<file path="src/rtl/i2s_tx_pkg.sv">
// Shared definitions for the I2S transmitter: register offsets (address bits
// [3:2]), CTRL/STATUS bit positions, the stereo sample type and the byte-strobe
// merge helper used by the register file.
package i2s_tx_pkg;

    localparam logic [1:0] REG_CTRL   = 2'd0;
    localparam logic [1:0] REG_DIV    = 2'd1;
    localparam logic [1:0] REG_STATUS = 2'd2;
    localparam logic [1:0] REG_TXDATA = 2'd3;

    localparam int CTRL_EN      = 0;
    localparam int CTRL_FLUSH   = 1;
    localparam int CTRL_IE      = 2;
    localparam int CTRL_THR_LSB = 8;
    localparam int CTRL_THR_MSB = 12;

    localparam int ST_FULL      = 8;
    localparam int ST_EMPTY     = 9;
    localparam int ST_UNDERRUN  = 16;
    localparam int ST_OVERFLOW  = 17;

    typedef struct packed {
        logic [15:0] l;
        logic [15:0] r;
    } sample_t;

    // Replace each byte of old_v whose strobe is set with the matching byte of wd.
    function automatic logic [31:0] apply_strb(input logic [31:0] old_v,
                                               input logic [31:0] wd,
                                               input logic [3:0]  strb);
        logic [31:0] res;
        res = old_v;
        for (int b = 0; b < 4; b++) begin
            if (strb[b]) res[8*b +: 8] = wd[8*b +: 8];
        end
        return res;
    endfunction

endpackage

</file>
<file path="src/rtl/i2s_tx_fifo.sv">
// Synchronous stereo-sample FIFO.
// Ports:
//   clk_i, rst_i      clock, synchronous active-high reset
//   push_i, data_i    write request and sample; accepted when not full or
//                     when a pop happens in the same cycle
//   pop_i, data_o     read request (ignored when empty) and head sample
//   flush_i           empties the FIFO; wins over same-cycle push/pop
//   level_o, full_o, empty_o  occupancy
module i2s_tx_fifo
    import i2s_tx_pkg::*;
#(
    parameter int DEPTH = 16,
    localparam int AW = $clog2(DEPTH),
    localparam int LW = AW + 1
) (
    input  logic          clk_i,
    input  logic          rst_i,
    input  logic          push_i,
    input  sample_t       data_i,
    input  logic          pop_i,
    input  logic          flush_i,
    output sample_t       data_o,
    output logic [LW-1:0] level_o,
    output logic          full_o,
    output logic          empty_o
);

    sample_t         mem_q [DEPTH];
    logic [AW-1:0]   wr_ptr_q, rd_ptr_q;
    logic [LW-1:0]   level_q;
    logic            do_push, do_pop;

    assign full_o  = (level_q == LW'(DEPTH));
    assign empty_o = (level_q == '0);
    assign level_o = level_q;
    assign data_o  = mem_q[rd_ptr_q];

    // A full FIFO can still take a push when the head leaves in the same cycle;
    // the write lands in the slot being vacated.
    assign do_pop  = pop_i & ~empty_o;
    assign do_push = push_i & (~full_o | do_pop);

    always_ff @(posedge clk_i) begin
        if (rst_i || flush_i) begin
            wr_ptr_q <= '0;
            rd_ptr_q <= '0;
            level_q  <= '0;
        end else begin
            if (do_push) wr_ptr_q <= wr_ptr_q + 1'b1;
            if (do_pop)  rd_ptr_q <= rd_ptr_q + 1'b1;
            case ({do_push, do_pop})
                2'b10:   level_q <= level_q + 1'b1;
                2'b01:   level_q <= level_q - 1'b1;
                default: level_q <= level_q;
            endcase
        end
    end

    always_ff @(posedge clk_i) begin
        if (do_push && !flush_i) mem_q[wr_ptr_q] <= data_i;
    end

endmodule

</file>
<file path="src/rtl/i2s_tx.sv">
// I2S transmitter slave on the audio side of the bridge.
// Ports:
//   clk_i, rst_i                 audio clock, synchronous active-high reset
//   mem_valid_i .. mem_wstrb_i   native bus request (wstrb == 0 is a read)
//   mem_rdata_o, mem_ready_o     one-cycle completion pulse with read data
//   i2s_sclk_o, i2s_lrck_o, i2s_sdata_o  I2S bit clock, word select, data
//   irq_o                        FIFO low-water interrupt (level)
// Registers: CTRL(EN, FLUSH, IE, THRESH), DIV, STATUS, TXDATA.
module i2s_tx
    import i2s_tx_pkg::*;
#(
    parameter int FIFO_DEPTH = 16,
    parameter int DIV_W      = 8
) (
    input  logic        clk_i,
    input  logic        rst_i,
    input  logic        mem_valid_i,
    input  logic [31:0] mem_addr_i,
    input  logic [31:0] mem_wdata_i,
    input  logic [3:0]  mem_wstrb_i,
    output logic [31:0] mem_rdata_o,
    output logic        mem_ready_o,
    output logic        i2s_sclk_o,
    output logic        i2s_lrck_o,
    output logic        i2s_sdata_o,
    output logic        irq_o
);

    localparam int LW = $clog2(FIFO_DEPTH) + 1;

    logic             ready_q, ready_d;
    logic [31:0]      rdata_q, rdata_d;
    logic             en_q, en_d, ie_q, ie_d;
    logic [4:0]       thresh_q, thresh_d;
    logic [DIV_W-1:0] div_q, div_d, div_act_q, div_act_d, cnt_q, cnt_d;
    logic             sclk_q, sclk_d, lrck_q, lrck_d;
    logic [4:0]       slot_q, slot_d;
    logic [31:0]      shreg_q, shreg_d;
    logic             underrun_q, underrun_d, overflow_q, overflow_d;
    logic             irq_q, irq_d;

    logic             accept, is_write;
    logic             wr_ctrl, wr_div, wr_status, wr_txdata;
    logic [31:0]      ctrl_cur, ctrl_new, status;
    logic             push, pop, flush, tick, fall, load;
    sample_t          fifo_head;
    logic [LW-1:0]    level;
    logic             full, empty;
    logic             unused_bits;

    assign unused_bits = ^{mem_addr_i[31:4], mem_addr_i[1:0], ctrl_new[31:13], ctrl_new[7:3]};

    i2s_tx_fifo #(.DEPTH(FIFO_DEPTH)) u_fifo (
        .clk_i   (clk_i),
        .rst_i   (rst_i),
        .push_i  (push),
        .data_i  (mem_wdata_i),
        .pop_i   (pop),
        .flush_i (flush),
        .data_o  (fifo_head),
        .level_o (level),
        .full_o  (full),
        .empty_o (empty)
    );

    always_comb begin
        // Bus decode: a request is taken only while ready is low, so a held
        // valid cannot produce back-to-back completions.
        accept    = mem_valid_i & ~ready_q;
        is_write  = |mem_wstrb_i;
        wr_ctrl   = accept & is_write & (mem_addr_i[3:2] == REG_CTRL);
        wr_div    = accept & is_write & (mem_addr_i[3:2] == REG_DIV);
        wr_status = accept & is_write & (mem_addr_i[3:2] == REG_STATUS);
        wr_txdata = accept & is_write & (mem_addr_i[3:2] == REG_TXDATA);

        ctrl_cur = '0;
        ctrl_cur[CTRL_EN] = en_q;
        ctrl_cur[CTRL_IE] = ie_q;
        ctrl_cur[CTRL_THR_MSB:CTRL_THR_LSB] = thresh_q;
        ctrl_new = apply_strb(ctrl_cur, mem_wdata_i, mem_wstrb_i);

        status = '0;
        status[5:0]         = 6'(level);
        status[ST_FULL]     = full;
        status[ST_EMPTY]    = empty;
        status[ST_UNDERRUN] = underrun_q;
        status[ST_OVERFLOW] = overflow_q;

        // Divider and frame timing; a falling toggle out of slot 0 enters slot 1.
        tick  = en_q && (cnt_q == div_act_q);
        fall  = tick && sclk_q;
        load  = fall && (slot_q == 5'd0);
        pop   = load && !empty;
        push  = wr_txdata;
        flush = wr_ctrl && ctrl_new[CTRL_FLUSH];

        ready_d    = accept;
        rdata_d    = '0;
        en_d       = en_q;
        ie_d       = ie_q;
        thresh_d   = thresh_q;
        div_d      = div_q;
        div_act_d  = div_act_q;
        cnt_d      = cnt_q;
        sclk_d     = sclk_q;
        lrck_d     = lrck_q;
        slot_d     = slot_q;
        shreg_d    = shreg_q;
        underrun_d = underrun_q;
        overflow_d = overflow_q;

        if (accept && !is_write) begin
            case (mem_addr_i[3:2])
                REG_CTRL:   rdata_d = ctrl_cur;
                REG_DIV:    rdata_d = 32'(div_q);
                REG_STATUS: rdata_d = status;
                default:    rdata_d = '0;
            endcase
        end

        if (wr_ctrl) begin
            en_d     = ctrl_new[CTRL_EN];
            ie_d     = ctrl_new[CTRL_IE];
            thresh_d = ctrl_new[CTRL_THR_MSB:CTRL_THR_LSB];
        end
        if (wr_div) div_d = DIV_W'(apply_strb(32'(div_q), mem_wdata_i, mem_wstrb_i));

        if (!en_q) begin
            // Idle: pins low, frame parked so the first falling toggle enters slot 0.
            cnt_d     = '0;
            div_act_d = div_q;
            sclk_d    = 1'b0;
            lrck_d    = 1'b0;
            slot_d    = 5'd31;
            shreg_d   = '0;
        end else if (tick) begin
            cnt_d     = '0;
            div_act_d = div_q;
            sclk_d    = ~sclk_q;
            if (sclk_q) begin
                slot_d = slot_q + 5'd1;
                lrck_d = slot_d[4];
                if (load) shreg_d = empty ? 32'd0 : fifo_head;
                else      shreg_d = {shreg_q[30:0], 1'b0};
            end
        end else begin
            cnt_d = cnt_q + 1'b1;
        end

        // Sticky flags: a same-cycle set wins over write-1-to-clear.
        if (wr_status && mem_wdata_i[ST_UNDERRUN]) underrun_d = 1'b0;
        if (wr_status && mem_wdata_i[ST_OVERFLOW]) overflow_d = 1'b0;
        if (load && empty) underrun_d = 1'b1;
        if (push && full && !pop && !flush) overflow_d = 1'b1;

        irq_d = ie_q && en_q && (32'(level) < 32'(thresh_q));
    end

    always_ff @(posedge clk_i) begin
        if (rst_i) begin
            ready_q    <= 1'b0;
            rdata_q    <= '0;
            en_q       <= 1'b0;
            ie_q       <= 1'b0;
            thresh_q   <= '0;
            div_q      <= '0;
            div_act_q  <= '0;
            cnt_q      <= '0;
            sclk_q     <= 1'b0;
            lrck_q     <= 1'b0;
            slot_q     <= 5'd31;
            shreg_q    <= '0;
            underrun_q <= 1'b0;
            overflow_q <= 1'b0;
            irq_q      <= 1'b0;
        end else begin
            ready_q    <= ready_d;
            rdata_q    <= rdata_d;
            en_q       <= en_d;
            ie_q       <= ie_d;
            thresh_q   <= thresh_d;
            div_q      <= div_d;
            div_act_q  <= div_act_d;
            cnt_q      <= cnt_d;
            sclk_q     <= sclk_d;
            lrck_q     <= lrck_d;
            slot_q     <= slot_d;
            shreg_q    <= shreg_d;
            underrun_q <= underrun_d;
            overflow_q <= overflow_d;
            irq_q      <= irq_d;
        end
    end

    assign mem_ready_o = ready_q;
    assign mem_rdata_o = rdata_q;
    assign i2s_sclk_o  = sclk_q;
    assign i2s_lrck_o  = lrck_q;
    assign i2s_sdata_o = shreg_q[31];
    assign irq_o       = irq_q;

endmodule

</file>
<file path="config.mk">
export PLATFORM = sky130hd
export DESIGN_NAME = i2s_tx
export DESIGN_NICKNAME = d
export VERILOG_FILES = /design/src/rtl/i2s_tx_pkg.sv /design/src/rtl/i2s_tx_fifo.sv /design/src/rtl/i2s_tx.sv
export SDC_FILE = /design/constraint.sdc
export NUM_CORES = 1
export LEC_CHECK = 0
export ABC_AREA = 1
export BUFFER_PORTS_ARGS = -buffer_cell sky130_fd_sc_hd__buf_2
export CAP_MARGIN = 20
export CORE_ASPECT_RATIO = 1.1
export CORE_MARGIN = 1
export CORE_UTILIZATION = 50
export DETAILED_ROUTE_END_ITERATION = 8
export HOLD_SLACK_MARGIN = 0.02
export PLACE_DENSITY = 0.73
export SYNTH_ARGS = -nofsm -noshare
export SYNTH_HDL_FRONTEND = slang
export SYNTH_SLANG_ARGS = --single-unit
</file>
<file path="constraint.sdc">
create_clock -name clk_i -period 4.5 [get_ports clk_i]
set_clock_uncertainty 0.1 [all_clocks]
set_input_delay 1.35 -clock clk_i [delete_from_list [all_inputs] [get_ports clk_i]]
set_output_delay 1.35 -clock clk_i [all_outputs]
set_load 0.05 [all_outputs]
</file>
==> impl_metrics.toml, run 1 <==
[detailed_routing]
wl_met2_um = 28700
drc = 0
avgRoutedWirePerCell_um = 21.1
firstDrtPassIters = 5
ant_nets = 0
finalWirelength_um = 59200
drtIter0Drc = 1686
top_layer_used = "met4"
dr_wl_met3_um = 4350
via_per_inst = 5.87
wl_met1_um = 23500
vias = 16400

[critical_path]
end_kind = "flop"
path_max_fanout = 12
timing.critical_path.slowest_cell_delay_ps = 530
start_kind = "input pin"
path_buf_inv = 6
cp_top_family = "simple AND/OR/NAND/NOR gates"
slowest_stage = "nor2_4"
arrival_ps = 3540
criticalPathCategory = "input pin to flop"
worst_path_most_repeated_cell = "inv_1"
crit_chain = "buf_2 -> inv_1 -> nor2_1 -> inv_1 -> nor2_1 -> nand3_1 -> inv_1 -> nand2_2 -> inv_1 -> nand2_1 -> nor2_4 -> buf_4"
cp_data_required_time_ps = 4710

[grt]
grt_max_degree = 201
grt_pass1_vias = 15900
antenna_found_initial = 1
grt_overflow = 0
track_usage = 0.239
grt_first_pass_wirelength_um = 89600

[clock_network]
cts_root_buf = "clkbuf_16"
cts_buffer_depth = 3
cts_setup_buffers = 0
cts_buffers = 58
cts_resized = 0
h-tree-depth = 2
cts_sinks = 618
hold_buffers = 0
clk_pin_slew_ps = 60
insertion_delay_ps = 620
cts_tree = "yes"

[layout]
diodes = 0
fillers = 3870
areaGrowthSynthToFinish_pct = 12.3
layout-drive-gt1-share = 0.108
stdcell_count = 2798
final_nets = 2188

[sta]
rsz0062_at_grt = "false"
setup_tns_ps = 0
fin_crit_ps = 3330
maxSlewHeadroom = 0.322
tightestPinTransition_ps = 1010
hold_viol = 0
fmax_mhz = 301
finalCritPeriodShare = 0.739
drv_slew = 0
setup_viol = 0

[power]
seq_power_share = 0.554
p_comb_frac = 0.020
pwr-share-clk = 0.425
internal_power_uw = 8980
p_switching_uw = 2220
vdd_drop_max_mv = 0.375
switching_share = 0.199
p_per_area_nw_per_um2 = 407
p_leak_uw = 0.00924

[synthesis]
yosysUniqueCellTypes = 38
synth-edff-count = 512
yosys.area.top_type_share = 0.627
synth_common_cells = "edfxtp_1, nor2_1, o21ai_0"
synth-main-ff-cell = "edfxtp_1"
synth_async_sr_flop_share = 0
ys_warn_count = 0
avgSynthCellArea_um2 = 11.8
yosysSeqAreaShare = 0.713
synth_seq_cells = 618
synth_area_leaders = "edfxtp_1, dfxtp_1, o21ai_0, nor2_1, nand2_1"
syn_area_um2 = 24500
synthMostInstantiatedCell = "edfxtp_1"
synthCells = 2072
yosysTopAreaCell = "edfxtp_1"

[die]
die_h_um = 234
ioPinCount = 108
dieArea_um2 = 50000
start_util = 0.510
coreArea_um2 = 48100
die_w_um = 213
rows = 84

[place]
numPlacedInstances = 2688
hpwl_um = 33500
placement.io_buffers = 60
gp_congestion = 0.857

[flow_run]
drv_cap = 0

[status]
status = "completed"

[hold_path]
worstHoldPathType = "flop to flop"
## per-stage QoR
stage / power (uW) / utilization / worst slack (ps) / hold slack (ps) / cell area [um^2]
detailed placement: 6560 / 0.533 / 573 / 344 / 25700
global route: 11500 / 0.572 / 926 / 378 / 27600
finish: 11200 / 0.572 / 1170 / 349 / 27600
CTS: 11300 / 0.572 / 1220 / 350 / 27500
global placement: 6550 / 0.533 / 620 / 340 / 25700
floorplan: 6450 / - / 299 / 325 / 24600
## placed cells by master, fill, tap and decap left out, types with 20 or more instances in the layout
cell,count
a21oi_1,98
clkbuf_16,60
buf_2,60
inv_1,63
buf_4,25
nor2_1,337
nand3_1,42
o221ai_1,55
o21ai_0,325
nand2_1,181
edfxtp_1,512
o21ai_1,21
nor2_4,20
o22ai_1,63
dfxtp_1,102
clkbuf_1,21
## kinds of logic (layout without fill, tap and decap cells)
kind of cell,after synthesis,count (layout),share of synthesized area
and+or+nand+nor,608,608,0.100
buffers and inverters,223,288,0.0393
AOI/OAI and AO/OA,602,602,0.138
other,1,17,0.000153
DFF,618,618,0.713
adders and majority gates,13,13,0.00663
xor gates and xnor gates,7,7,0.00250
## layout make-up
cell class	count	area, um^2	share of cell area
clock buffer	95	1770	0.0643
multi-input combinational	1247	6250	0.227
tap	645	807	0.0293
inverter	78	299	0.0109
clock inverter	14	101	0.00368
timing repair buffer	101	816	0.0296
sequential	618	17500	0.635
## flip-flops by register name, indices dropped and copies added, names as in the netlist, named ones only
signal           flops
overflow_q           1
shreg_q             32
u_fifo.mem_q       512
thresh_q             5
i2s_sclk_o           1
i2s_lrck_o           1
slot_q               5
cnt_q                8
ie_q                 1
div_q                8
u_fifo.level_o       5
en_q                 1
irq_o                1
mem_ready_o          1
div_act_q            8
u_fifo.wr_ptr_q      4
u_fifo.rd_ptr_q      4
underrun_q           1
mem_rdata_o         15
## worst register-to-register path: stages (launching register included)
cell     delay, ps
dfxtp_1        330
inv_1          100
ha_1           160
nand3_1         80
nor2_1         330
nand4_4        170
nand2_1        100
nand2_2        100
inv_1          150
nand2_1        260
nor2_4         530
buf_4          280
## metal layers
| layer | track usage | vias up |
|---|---|---|
| met5 | 0 | - |
| li1 | - | 7543 |
| met1 | 0.305 | 8027 |
| met4 | 0.111 | 0 |
| met2 | 0.402 | 700 |
| met3 | 0.0387 | 159 |
## power groups by stage
stage,Clock [uW],Sequential (uW),Combinational (uW)
after floorplan,0,6340,112
after CTS,4820,6210,224
after global routing,5030,6210,247
after detailed placement,0,6330,224
after global placement,0,6330,216
final,4770,6210,226
## worst paths after layout
| path | startpoint | to | slack (ps) | cells past startpoint |
|---|---|---|---|---|
| hold / removal | underrun_q$_SDFFE_PP0P_ | mem_rdata_o[16]$_SDFF_PP0_ | 350 | 2 |
| setup / recovery | mem_valid_i | u_fifo.mem_q[6][12]$_DFFE_PP_ | 1170 | 12 |
| hold reg to reg | underrun_q$_SDFFE_PP0P_ | mem_rdata_o[16]$_SDFF_PP0_ | 350 | 2 |
| setup reg to reg | slot_q[0]$_SDFFE_PP1P_ | u_fifo.mem_q[6][12]$_DFFE_PP_ | 1540 | 11 |
No activity file was read; power rests on OpenSTA's default activity.
==> inputs of run 2 (changes only) <==
- PLACE_DENSITY: 0.73 -> 0.75
- clock period: 4.5 -> 2.7 ns (I/O delays scaled with it)
==> run 2 against run 1 <==
  * Critical path depth up 2
  * Routed wire length up 1.2%
  * Non-clock buffer count up 33
  * First-iteration DRC count up 20%
  * Core utilization up 1.1 points
  * Worst hold slack better by 10 ps
  * Global-route usage up 0.24 points
  * Count of clock-buffer cells in the layout down 22
  * Sequential cell count unchanged
  * Largest cell class unchanged
  * Highest routed layer is now met5
==> impl_metrics.toml, run 2 (synthesis results as in run 1) <==
[status]
status = "completed"

[layout]
final_cell_mix = "edfxtp_1, nor2_1, o21ai_0"
final_nets = 2219
largest_register_ffs = 512
regMostFlops = "u_fifo.mem_q"
final_common_cell = "edfxtp_1"
diodes = 0
layout-drive-gt1-share = 0.125
stdcell_count = 2826
areaGrowthSynthToFinish_pct = 14.4
final_util = 0.583

[die]
die_h_um = 234
start_util = 0.510
dieArea_um2 = 50000
coreArea_um2 = 48100
rows = 84
ioPinCount = 108
die_w_um = 213

[critical_path]
cp_data_required_time_ps = 3100
end_kind = "flop"
criticalPathCategory = "flop to flop"
cp_top_family = "simple AND/OR/NAND/NOR gates"
start_kind = "flop"
timing.critical_path.slowest_cell_delay_ps = 380
regToRegSetupSlack_ps = 170
cp.depth = 14
r2r_start = "slot_q[0]$_SDFFE_PP1P_"
path_max_fanout = 24
path_buf_inv = 4
crit_chain = "inv_1 -> ha_1 -> nand3_1 -> nor2_1 -> nand4_4 -> nor2_4 -> buf_4 -> nor2_2 -> nor2_4 -> inv_2 -> nand2_1 -> o21ai_1 -> nand2_1 -> inv_1"
slowest_stage = "nor2_1"
crit_path_start = "slot_q[0]$_SDFFE_PP1P_"
arrival_ps = 2930
timing.rr.end = "u_fifo.level_o[2]$_SDFFE_PP0P_"
rr_worst_depth = 14
critPathCapture = "u_fifo.level_o[2]$_SDFFE_PP0P_"

[clock_network]
cts_buffers = 56
cts_tree = "yes"
hold_buffers = 0
cts_sinks = 618
cts_setup_buffers = 0
h-tree-depth = 2
clk_pin_slew_ps = 60
cts_root_buf = "clkbuf_16"
cts_resized = 0
insertion_delay_ps = 600
cts_buffer_depth = 3

[grt]
grt_max_degree = 161
grt_first_pass_wirelength_um = 91100
grt_pass1_vias = 16300
grt_overflow = 0
track_usage = 0.242
antenna_found_initial = 1

[detailed_routing]
finalWirelength_um = 59900
vias = 16900
ant_nets = 0
drtIter0Drc = 2021
drc = 0
avgRoutedWirePerCell_um = 21.2
via_per_inst = 5.96
firstDrtPassIters = 6

[power]
p_switching_uw = 3710
power_uw = 18700
internal_power_uw = 15000
vdd_drop_max_mv = 0.652
p_comb_frac = 0.021
switching_share = 0.199
p_leak_uw = 0.00951
seq_power_share = 0.555
p_per_area_nw_per_um2 = 665
pwr-share-clk = 0.425

[hold_path]
worstHoldPathType = "flop to flop"

[place]
placement.io_buffers = 60
gp_congestion = 0.893
hpwl_um = 34700
numPlacedInstances = 2722

[sta]
drv_slew = 0
hold_viol = 0
fmax_mhz = 395
finalCritPeriodShare = 0.937
tightestPinTransition_ps = 996
rsz0062_at_grt = "false"
setup_tns_ps = 0
setup_viol = 0
whs_ps = 360
fin_crit_ps = 2530
maxSlewHeadroom = 0.334

[flow_run]
drv_cap = 0
## run 2: cell types whose count changed in the layout (fill, tap and decap cells not counted), moves of 3 or more
cell / previous run / this run
buf_12: 15 / 36
buf_4: 25 / 38
clkbuf_1: 21 / 8
clkbuf_8: 14 / 4
clkinv_1: 6 / 13
nand2_1: 181 / 177
nand2_4: 0 / 4
bufinv_16: 1 / 4
clkinv_2: 9 / 12
## run 2: tightest hold or removal path: cells and delay by family, from the launching register on
kind	cells	cell delay [ps]
DFF	1	310
and+or+nand+nor	2	110
## run 2: layer usage
metal	wire length [um]	track usage
met1	23500	0.312
met2	29200	0.406
met3	5020	0.0408
met4	2100	0.0978
met5	14	0
## run 2: power by group through the flow
stage,Sequential [uW],Combinational [uW],Clock (uW)
2_1_floorplan,10600,195,0
3_3_place_gp,10600,372,0
3_5_place_dp,10600,384,0
4_1_cts,10400,386,8000
5_1_grt,10300,424,8380
6_report,10400,390,7920
## run 2: area by class of cell
cell class                      count  area, um^2
Timing Repair Buffer              134        1310
Clock buffer                       73        1590
Inverter                           78         302
Fill cell                        3743       20100
Clock inverter                     31         265
Multi-Input combinational cell   1247        6290
Tap cell                          645         807
Sequential cell                   618       17500
## run 2: how the worst min path moves through the flow
| stage | depth (start not counted) | start | to | slack (ps) |
|---|---|---|---|---|
| final | 2 | underrun_q$_SDFFE_PP0P_ | mem_rdata_o[16]$_SDFF_PP0_ | 360 |
| after global routing | 1 | cnt_q[0]$_SDFF_PP0_ | cnt_q[0]$_SDFF_PP0_ | 390 |
| after CTS | 2 | underrun_q$_SDFFE_PP0P_ | mem_rdata_o[16]$_SDFF_PP0_ | 370 |
| after detailed placement | 2 | underrun_q$_SDFFE_PP0P_ | mem_rdata_o[16]$_SDFF_PP0_ | 360 |
| after global placement | 1 | cnt_q[0]$_SDFF_PP0_ | cnt_q[0]$_SDFF_PP0_ | 340 |
| after floorplan | 2 | underrun_q$_SDFFE_PP0P_ | mem_rdata_o[16]$_SDFF_PP0_ | 320 |
## run 2: metrics by stage
step / instance area (um^2) / setup WS [ps]
finish: 28100 / 170
global placement: 26200 / 60.8
floorplan: 24800 / 12.3
global route: 28100 / 2.97
CTS: 28100 / 212
detailed placement: 26200 / 25.7
==> inputs of run 3 (changes only) <==
- CELL_PAD_IN_SITES_DETAIL_PLACEMENT: default -> 1
- CELL_PAD_IN_SITES_GLOBAL_PLACEMENT: default -> 1
- CORE_UTILIZATION: 50 -> 47
- CTS_BUF_LIST: default -> sky130_fd_sc_hd__clkbuf_8
- PLACE_DENSITY: 0.75 -> 0.84
==> run 3 against run 2 <==
  * The run now ends with DRC left
  * Combinational power up 4%
  * Critical path depth down 4
  * Critical path type unchanged
  * Count of clock-buffer cells in the layout up 35
  * Die area up 6.3%
  * Via count up 4.5%
  * Clock power down 0.9%
  * First-iteration DRC count down 24%
  * Cell area up 0.63%
==> impl_metrics.toml, run 3 (synthesis results as in run 1) <==
[die]
rows = 87
ioPinCount = 108
start_util = 0.477
coreArea_um2 = 51400
die_h_um = 242
die_w_um = 220
dieArea_um2 = 53100

[critical_path]
path_max_fanout = 25
end_kind = "flop"
r2r_start = "slot_q[0]$_SDFFE_PP1P_"
arrival_ps = 2980
cp_data_required_time_ps = 3210
criticalPathCategory = "flop to flop"
start_kind = "flop"
crit_path_start = "slot_q[0]$_SDFFE_PP1P_"

[clock_network]
cts_setup_buffers = 0
cts_tree = "yes"
insertion_delay_ps = 700
cts_root_buf = "clkbuf_8"
clk_pin_slew_ps = 70
cts_sinks = 618
hold_buffers = 0
h-tree-depth = 3
cts_buffers = 96
cts_buffer_depth = 3

[sta]
setup_viol = 0
drv_slew = 0
fin_crit_ps = 2470
whs_ps = 315
tightestPinTransition_ps = 919
rsz0062_at_grt = "false"
fmax_mhz = 405
setup_tns_ps = 0
finalCritPeriodShare = 0.915
hold_viol = 0
maxSlewHeadroom = 0.385

[place]
numPlacedInstances = 2749
placement.io_buffers = 60
gp_congestion = 0.869
hpwl_um = 44200

[layout]
multi_input_area_um2 = 6290
final_cell_mix = "edfxtp_1, nor2_1, o21ai_0"
seq_area_um2 = 17500
final_nets = 2264
fillers = 5333
stdcell_count = 2928
largest_register_ffs = 512
regMostFlops = "u_fifo.mem_q"
layout-drive-gt1-share = 0.142
final_common_cell = "edfxtp_1"
areaGrowthSynthToFinish_pct = 15.1

[detailed_routing]
firstDrtPassIters = 8
avgRoutedWirePerCell_um = 24.7
vias = 17600
drc = 12
ant_nets = 0
finalWirelength_um = 72300
drtIter0Drc = 1544
via_per_inst = 6.02

[power]
p_per_area_nw_per_um2 = 659
p_leak_uw = 0.00973
vdd_drop_max_mv = 0.353

[grt]
grt_max_degree = 81
grt_first_pass_wirelength_um = 109000
grt_pass1_vias = 18900
antenna_found_initial = 3
grt_overflow = 0
track_usage = 0.274

[status]
status = "finished with violations"
violations = "DRC"

[flow_run]
drv_cap = 0

[hold_path]
worstHoldStart = "mem_wstrb_i[1]"
worstHoldPathType = "input pin to flop"
-- run 3: cell types whose count changed in the layout (fill, tap and decap cells not counted), moves of 2 or more --
| cell | before | now |
|---|---|---|
| buf_12 | 36 | 39 |
| clkinv_1 | 13 | 19 |
| clkbuf_1 | 8 | 0 |
| clkbuf_8 | 4 | 108 |
| clkinv_2 | 12 | 10 |
| clkbuf_16 | 60 | 0 |
| inv_6 | 1 | 3 |
| diode_2 | 0 | 2 |
| inv_1 | 62 | 95 |
-- run 3: metrics by stage --
step	power, uW	util	setup slack (ps)	area [um^2]
floorplan	10800	-	12.3	24800
global placement	10900	0.512	47.6	26300
detailed placement	11000	0.512	-15.8	26300
CTS	18700	0.550	160	28200
global route	19100	0.550	24.3	28200
finish	18600	0.550	230	28200
-- run 3: power by group --
part	switching [uW]	leakage [uW]	internal, uW
Clock	3700	0.00110	4150
Combinational	323	0.00317	82.2
Sequential	19.3	0.00546	10300
-- run 3: final timing paths --
path                                   end  slack [ps]  depth (start not counted)
setup reg to reg   shreg_q[7]$_SDFFE_PP0P_         230                         10
setup / recovery   shreg_q[7]$_SDFFE_PP0P_         230                         10
hold / removal    thresh_q[0]$_SDFFE_PP0P_         320                          3
hold reg to reg        cnt_q[0]$_SDFF_PP0_         360                          1
-- run 3: worst max-delay path, stage by stage, from the launching register on --
cell and delay, ps:
dfxtp_1 320, inv_1 100, ha_1 160, nand3_1 70, nor2_1 250, nand4_4 180, nor2_4 140, buf_6 280
buf_4 350, nand3_1 170, a21oi_1 250
-- run 3: final cells by class --
cell class              count  area share
diodes                      2    0.000177
clock buffers             108      0.0526
clock inverters            69      0.0154
inverters                  78      0.0107
multi-input cells        1247       0.223
flip-flops and latches    618       0.620
well taps                 667      0.0295
repair buffers            139      0.0490
-- run 3: repair_timing --
action / in CTS / in global routing
hold endpoints to repair: 0 / 0
setup endpoints to repair: 0 / 5
gates resized for setup: 0 / 2
-- run 3: layer usage --
metal	global-route usage	up-vias	routed length, um
li1	-	7711	-
met1	0.317	8919	27100
met2	0.477	761	37400
met3	0.0440	225	4370
met4	0.154	2	3430
met5	0	-	13
